**src/rtl/hp_glitch_seq.sv**
```systemverilog
// hp_glitch_seq: Wishbone-programmed sequencer that fires glitch shots at the
// wb_hp detector and tallies whether each shot was caught by its alarm latch.
module hp_glitch_seq #(
  parameter int unsigned SETTLE_CYC = 16,
  parameter int unsigned CHECK_CYC  = 8,
  parameter logic [31:0] BASE_ADDR  = 32'h3000_0100
) (
  input  logic        clk,
  input  logic        reset,
  input  logic        i_wb_cyc,
  input  logic        i_wb_stb,
  input  logic        i_wb_we,
  input  logic [31:0] i_wb_addr,
  input  logic [31:0] i_wb_data,
  output logic        o_wb_ack,
  output logic        o_wb_stall,
  output logic [31:0] o_wb_data,
  input  logic        hp_alarm_latch,
  output logic        hp_vcc,
  output logic        hp_alarm_rst,
  output logic        hp_alarm_ctr_rst,
  output logic        hp_glitch_en,
  output logic        glitch,
  output logic        busy
);

  typedef enum logic [2:0] {
    ST_IDLE   = 3'd0,
    ST_CLEAR  = 3'd1,
    ST_SETTLE = 3'd2,
    ST_DELAY  = 3'd3,
    ST_PULSE  = 3'd4,
    ST_CHECK  = 3'd5,
    ST_DONE   = 3'd6
  } state_t;

  localparam logic [2:0]  REG_CTRL    = 3'd0;
  localparam logic [2:0]  REG_DELAY   = 3'd1;
  localparam logic [2:0]  REG_WIDTH   = 3'd2;
  localparam logic [2:0]  REG_COUNT   = 3'd3;
  localparam logic [2:0]  REG_STATUS  = 3'd4;
  localparam logic [15:0] CLEAR_LAST  = 16'd1;
  localparam logic [15:0] SETTLE_LAST = 16'(SETTLE_CYC) - 16'd1;
  localparam logic [15:0] CHECK_LAST  = 16'(CHECK_CYC) - 16'd1;

  function automatic logic [7:0] sat_inc(input logic [7:0] v);
    if (v == 8'hFF) begin
      return v;
    end else begin
      return v + 8'd1;
    end
  endfunction

  state_t      state_r, state_nx_s;
  logic [15:0] cnt_r, cnt_nx_s;
  logic [15:0] delay_r;
  logic [7:0]  width_r, count_r;
  logic [7:0]  shots_r, caught_r, missed_r;
  logic        done_r, hit_r;
  logic        ack_r;
  logic [31:0] rdata_r, rd_mux_s;
  logic        wb_req_s, wr_ctrl_s, start_s, abort_s, busy_s;
  logic        launch_s, shot_end_s, more_shots_s, hit_s;
  logic [15:0] pulse_last_s;
  logic        drive_nx_s, clear_nx_s, pulse_nx_s;
  logic [2:0]  reg_sel_s;
  logic        unused_bits_s;

  assign wb_req_s     = i_wb_cyc & i_wb_stb & (i_wb_addr[31:5] == BASE_ADDR[31:5]);
  assign reg_sel_s    = i_wb_addr[4:2];
  assign wr_ctrl_s    = wb_req_s & i_wb_we & (reg_sel_s == REG_CTRL);
  assign start_s      = wr_ctrl_s & i_wb_data[0] & ~i_wb_data[1];
  assign abort_s      = wr_ctrl_s & i_wb_data[1];
  assign busy_s       = (state_r != ST_IDLE);
  assign pulse_last_s = (width_r == 8'd0) ? 16'd0 : ({8'd0, width_r} - 16'd1);
  assign more_shots_s = ({1'b0, shots_r} + 9'd1) < {1'b0, count_r};
  assign hit_s        = hit_r | hp_alarm_latch;
  assign o_wb_ack     = ack_r;
  assign o_wb_data    = rdata_r;
  assign o_wb_stall   = 1'b0;
  assign unused_bits_s = ^{i_wb_addr[1:0], i_wb_data[31:16]};

  // Next-state and phase-counter logic; cnt_r holds remaining cycles minus one
  always_comb begin
    state_nx_s = state_r;
    cnt_nx_s   = cnt_r;
    launch_s   = 1'b0;
    shot_end_s = 1'b0;
    if (abort_s) begin
      state_nx_s = ST_IDLE;
    end else begin
      case (state_r)
        ST_IDLE: begin
          if (start_s) begin
            launch_s = 1'b1;
            if (count_r == 8'd0) begin
              state_nx_s = ST_DONE;
            end else begin
              state_nx_s = ST_CLEAR;
              cnt_nx_s   = CLEAR_LAST;
            end
          end else begin
            state_nx_s = ST_IDLE;
          end
        end
        ST_CLEAR: begin
          if (cnt_r != 16'd0) begin
            cnt_nx_s = cnt_r - 16'd1;
          end else begin
            state_nx_s = ST_SETTLE;
            cnt_nx_s   = SETTLE_LAST;
          end
        end
        ST_SETTLE: begin
          if (cnt_r != 16'd0) begin
            cnt_nx_s = cnt_r - 16'd1;
          end else if (delay_r != 16'd0) begin
            state_nx_s = ST_DELAY;
            cnt_nx_s   = delay_r - 16'd1;
          end else begin
            state_nx_s = ST_PULSE;
            cnt_nx_s   = pulse_last_s;
          end
        end
        ST_DELAY: begin
          if (cnt_r != 16'd0) begin
            cnt_nx_s = cnt_r - 16'd1;
          end else begin
            state_nx_s = ST_PULSE;
            cnt_nx_s   = pulse_last_s;
          end
        end
        ST_PULSE: begin
          if (cnt_r != 16'd0) begin
            cnt_nx_s = cnt_r - 16'd1;
          end else begin
            state_nx_s = ST_CHECK;
            cnt_nx_s   = CHECK_LAST;
          end
        end
        ST_CHECK: begin
          if (cnt_r != 16'd0) begin
            cnt_nx_s = cnt_r - 16'd1;
          end else begin
            shot_end_s = 1'b1;
            if (more_shots_s) begin
              state_nx_s = ST_CLEAR;
              cnt_nx_s   = CLEAR_LAST;
            end else begin
              state_nx_s = ST_DONE;
            end
          end
        end
        ST_DONE: state_nx_s = ST_IDLE;
        default: state_nx_s = ST_IDLE;
      endcase
    end
  end

  // Drive pattern decoded from the next state so outputs register alongside it
  always_comb begin
    drive_nx_s = 1'b0;
    clear_nx_s = 1'b0;
    pulse_nx_s = 1'b0;
    case (state_nx_s)
      ST_CLEAR: begin
        drive_nx_s = 1'b1;
        clear_nx_s = 1'b1;
      end
      ST_SETTLE, ST_DELAY, ST_CHECK: drive_nx_s = 1'b1;
      ST_PULSE: begin
        drive_nx_s = 1'b1;
        pulse_nx_s = 1'b1;
      end
      default: begin
        drive_nx_s = 1'b0;
      end
    endcase
  end

  // State register and registered detector drive
  always_ff @(posedge clk or negedge reset) begin
    if (!reset) begin
      state_r          <= ST_IDLE;
      cnt_r            <= 16'd0;
      hp_vcc           <= 1'b0;
      hp_glitch_en     <= 1'b0;
      hp_alarm_rst     <= 1'b0;
      hp_alarm_ctr_rst <= 1'b0;
      glitch           <= 1'b0;
      busy             <= 1'b0;
    end else begin
      state_r          <= state_nx_s;
      cnt_r            <= cnt_nx_s;
      hp_vcc           <= drive_nx_s;
      hp_glitch_en     <= drive_nx_s;
      hp_alarm_rst     <= clear_nx_s;
      hp_alarm_ctr_rst <= clear_nx_s;
      glitch           <= pulse_nx_s;
      busy             <= (state_nx_s != ST_IDLE);
    end
  end

  // Shot tallies and the per-shot sticky alarm flag
  always_ff @(posedge clk or negedge reset) begin
    if (!reset) begin
      shots_r  <= 8'd0;
      caught_r <= 8'd0;
      missed_r <= 8'd0;
      hit_r    <= 1'b0;
    end else if (launch_s) begin
      shots_r  <= 8'd0;
      caught_r <= 8'd0;
      missed_r <= 8'd0;
      hit_r    <= 1'b0;
    end else if (shot_end_s) begin
      shots_r <= shots_r + 8'd1;
      hit_r   <= 1'b0;
      if (hit_s) begin
        caught_r <= sat_inc(caught_r);
      end else begin
        missed_r <= sat_inc(missed_r);
      end
    end else if ((state_r == ST_CHECK) && hp_alarm_latch) begin
      hit_r <= 1'b1;
    end
  end

  // Done flag: set on DONE entry, cleared by a new launch or an abort
  always_ff @(posedge clk or negedge reset) begin
    if (!reset) begin
      done_r <= 1'b0;
    end else if (abort_s && busy_s) begin
      done_r <= 1'b0;
    end else if ((state_nx_s == ST_DONE) && (state_r != ST_DONE)) begin
      done_r <= 1'b1;
    end else if (launch_s) begin
      done_r <= 1'b0;
    end
  end

  // Campaign configuration, frozen while a campaign runs
  always_ff @(posedge clk or negedge reset) begin
    if (!reset) begin
      delay_r <= 16'd0;
      width_r <= 8'd0;
      count_r <= 8'd0;
    end else if (wb_req_s && i_wb_we && !busy_s) begin
      case (reg_sel_s)
        REG_DELAY: delay_r <= i_wb_data[15:0];
        REG_WIDTH: width_r <= i_wb_data[7:0];
        REG_COUNT: count_r <= i_wb_data[7:0];
        default:   delay_r <= delay_r;
      endcase
    end
  end

  // Read-back mux
  always_comb begin
    rd_mux_s = 32'd0;
    case (reg_sel_s)
      REG_DELAY:  rd_mux_s = {16'd0, delay_r};
      REG_WIDTH:  rd_mux_s = {24'd0, width_r};
      REG_COUNT:  rd_mux_s = {24'd0, count_r};
      REG_STATUS: rd_mux_s = {missed_r, caught_r, shots_r, 3'd0, state_r, done_r, busy_s};
      default:    rd_mux_s = 32'd0;
    endcase
  end

  // Single-cycle ack with read data registered alongside it
  always_ff @(posedge clk or negedge reset) begin
    if (!reset) begin
      ack_r   <= 1'b0;
      rdata_r <= 32'd0;
    end else begin
      ack_r   <= wb_req_s;
      rdata_r <= (wb_req_s && !i_wb_we) ? rd_mux_s : 32'd0;
    end
  end

endmodule
```
**config.mk**
```make
export PLATFORM = sky130hd
export DESIGN_NAME = hp_glitch_seq
export DESIGN_NICKNAME = d
export VERILOG_FILES = /design/src/rtl/hp_glitch_seq.sv
export SDC_FILE = /design/constraint.sdc
export NUM_CORES = 1
export LEC_CHECK = 0
export ABC_AREA = 0
export CAP_MARGIN = 20
export CORE_ASPECT_RATIO = 0.6
export CORE_MARGIN = 8
export CORE_UTILIZATION = 53
export CTS_BUF_LIST = sky130_fd_sc_hd__clkbuf_16
export CTS_CLUSTER_DIAMETER = 80
export CTS_CLUSTER_SIZE = 30
export DETAILED_ROUTE_END_ITERATION = 8
export GPL_TIMING_DRIVEN = 0
export PLACE_DENSITY = 0.91
export SLEW_MARGIN = 20
export SYNTH_ARGS = -nofsm -noshare
export SYNTH_HDL_FRONTEND = slang
export SYNTH_SLANG_ARGS = --single-unit
```
**constraint.sdc**
```tcl
create_clock -name clk -period 3.9 [get_ports clk]
set_input_delay 0.78 -clock clk [delete_from_list [all_inputs] [get_ports clk]]
set_output_delay 0.78 -clock clk [all_outputs]
set_load 0.1 [all_outputs]
```
==> flow_metrics.tcl <==
set metrics [dict create \
    regArea_sq_mm 0.002853 \
    cap_violations 0 \
    cts_made_buffers 17 \
    synth_fp_nets 715 \
    netlist_area_sq_mm 0.006256 \
    worst_slew_pin_slew_ps 1021 \
    ctsHoldBuffers 0 \
    drt-initial-drc-count 613 \
    synth.top_cell.area_share_pct 45.60 \
    critPathMaxStageDelay_ps 470 \
    instances_no_fill 916 \
    max_slew_margin_pct 31.73 \
    start_kind "flip-flop" \
    cts_max_level 4 \
    synth_ff_type "dfrtp_1" \
    finClkSkew_ps 6.848 \
    clkSinkCount 114 \
    r2r-end "cnt_r[9]" \
    critPathLaunch "shots_r[0]" \
    drv_slew 0 \
    rsz0062_at_grt "no" \
    insertion_delay_ps 420 \
    yosysMostFrequentCell "dfrtp_1" \
    avgSynthCellArea_sq_um 9.899 \
    initial_core_util_pct 54.82 \
    ir_drop_v 0.0002837 \
    async_flop_share_pct 100.0 \
    vias_per_cell 6.204 \
    cp_slowest_cell "dfrtp_1" \
    path_cells "ha_1 > nand3_1 > or2_2 > xnor2_1 > ha_1 > a21o_1 > a21oi_1 > o21ai_0 > a41oi_2 > o211ai_2 > a31oi_4 > nand2b_4 > inv_2 > buf_6 > mux2_4" \
    cp-end-kind "flip-flop" \
    antenna_found_initial 0 \
    clock-root-buffer "clkbuf_16" \
    worstSetupPathType "reg2reg" \
    synthCells 632 \
    ant_nets 0 \
    io_pins 110 \
    area_growth_pct 28.44 \
    worst-r2r-cell-count 15 \
    fin_crit_sh_pct 96.42 \
    placed_cell_area_sq_mm 0.007356 \
    critPathMaxFanout 10 \
    ys.warnings.count 0 \
    cp_data_required_time_ps 4210 \
    ys_seq_area_share_pct 45.60 \
    arrival_ps 4070 \
    outcome "completed" \
    grt_first_pass_wirelength_um 30180 \
    synth-edff-count 0 \
    ys_types 66 \
    min_period_ps 3760 \
    routed_wl_um 18910 \
    post_drt_wl_per_cell_um 20.65 \
    layout-drive-gt1-share_pct 12.70 \
    io_buffer_count 87 \
    static-leakage-power_nw 3.510 \
    finalNetCount 826 \
    synthTopCellsByArea "dfrtp_1 (46%), mux2_2 (5.8%), nor2_1 (3.8%)" \
    rows 30 \
    multi_input_area_sq_mm 0.003242 \
    hold_path_class "in2async" \
    core_area_sq_mm 0.01141 \
    ys_ff_latch 114 \
    grt_pass1_vias 5632 \
    final_util_pct 70.42 \
    fill_cells 806 \
    diodes 0 \
    track_usage_pct 24.69 \
    final-hold-violation-count 0 \
    die_w_um 156.3 \
    grt_max_degree 67 \
    dp.cells 880 \
    cts_tree "done" \
    crit_top_cell "ha_1" \
    hpwl_um 13710 \
    fmax_mhz 265.9 \
    dr_total_vias 5683 \
    cts_buffer_depth 2 \
    p_per_area_mw_per_mm2 367.1 \
    die_y_um 100.2 \
    grt-ovfl-total 0 \
    reg2reg_slack_ps 140 \
    reg2reg_from "shots_r[0]" \
    die-area_sq_mm 0.01565 \
    path_clk_slew_ps 60 \
    drc_errors 0 \
    gp_congestion 0.9394 \
    synthTopCellsByCount "dfrtp_1 (114), nor2_1 (63), nand2_1 (49)" \
    first_pass_iters 6 \
    finish.instance_area_sq_mm 0.008035 \
    hold_ws_ps 282.9 \
    finalSetupViolCount 0 \
    synth_top_area_cell "dfrtp_1" \
    setup_tns_ps 0 \
]
per-layer routing:
layer | wire length, um | vias up | share of wire (%) | track usage, %
li1 | - | 2499 | - | -
met1 | 7928 | 2776 | 42 | 33.37
met2 | 8239 | 358 | 44 | 36.14
met3 | 2363 | 50 | 12 | 8.408
met4 | 381 | 0 | 2.0 | 8.744
met5 | 0 | - | 0 | 0
critical path, delay by kind of cell (launching register included):
family,cells,cell delay [ps]
compound gates,6,1230
xor+xnor,1,140
buf+inv,2,260
fa+ha+maj,2,560
simple gates,3,660
mux,1,310
flops,1,470
layout by cell type, fill, tap and decap left out, types with 3 or more instances in the layout:
| master | instances |
|---|---|
| a21o_1 | 5 |
| a21oi_1 | 29 |
| a22oi_1 | 18 |
| a31oi_1 | 4 |
| and2_1 | 22 |
| and3_1 | 6 |
| buf_4 | 8 |
| bufinv_16 | 4 |
| clkbuf_1 | 18 |
| clkbuf_16 | 17 |
| clkdlybuf4s50_1 | 86 |
| clkinvlp_4 | 4 |
| dfrtp_1 | 114 |
| ha_1 | 13 |
| inv_1 | 23 |
| mux2_2 | 32 |
| mux2i_1 | 13 |
| nand2_1 | 49 |
| nand2b_1 | 5 |
| nand3_1 | 18 |
| nand3b_1 | 3 |
| nand4_1 | 6 |
| nor2_1 | 63 |
| nor2b_1 | 8 |
| nor3_1 | 18 |
| nor4_1 | 12 |
| nor4_4 | 4 |
| o21ai_0 | 26 |
| o22ai_1 | 11 |
| or2_2 | 5 |
| or3_1 | 12 |
| or4_1 | 3 |
| xnor2_1 | 19 |
| xor2_1 | 21 |
kinds of logic (layout without fill, tap and decap cells):
logic type,Yosys count,after routing,share of synthesized area (%)
DFF,114,114,45.60
and+or+nand+nor,250,250,21.46
AOI/OAI and AO/OA,121,121,13.18
xor gates and xnor gates,40,40,5.600
other,1,1,0.05994
adders and majority gates,13,13,2.600
buffers and inverters,45,169,3.060
muxes,48,48,8.440
registers in the layout, summed over array words and instances (netlist names), 3 cells and up:
signal / count
o_wb_data: 32
width_r: 8
missed_r: 8
caught_r: 8
count_r: 8
delay_r: 16
shots_r: 8
state_r: 3
cnt_r: 16
layout make-up:
class,count,area share [%]
tap,160,2.491
clock buffer,17,5.294
buffer,24,1.417
clock inverter,15,2.398
timing repair buffer,92,11.57
inverter,21,0.9810
multi-input combinational,473,40.35
sequential,114,35.50
where the power goes:
group          internal, mW  switching, mW
sequential             1.18       0.000739
clock                  1.06          0.580
combinational        0.0591         0.0629
total                  2.31          0.643
worst max path at each step:
stage                   to  slack, ps  cells after the start
2_1_floorplan     cnt_r[9]        530                     15
3_3_place_gp    width_r[5]      -1980                      1
3_5_place_dp   delay_r[15]       -320                      8
4_1_cts        delay_r[12]         70                      8
5_1_grt           cnt_r[9]          4                     15
6_report          cnt_r[9]        140                     15
metrics by stage:
stage / setup WS [ps] / power [mW]
floorplan: 530.0 / 1.237
global placement: -1982 / 1.317
detailed placement: -323.6 / 1.326
CTS: 71.00 / 2.949
global route: 4.082 / 3.022
finish: 139.5 / 2.949
repair_timing:
item | in CTS | in global routing
setup endpoints to repair | 1 | 21
gates resized for setup | 1 | 5
buffers inserted | 0 | 4
hold endpoints to repair | 0 | 0
pin swaps | 0 | 2
Note: power is estimated with default switching activity, not from simulation.
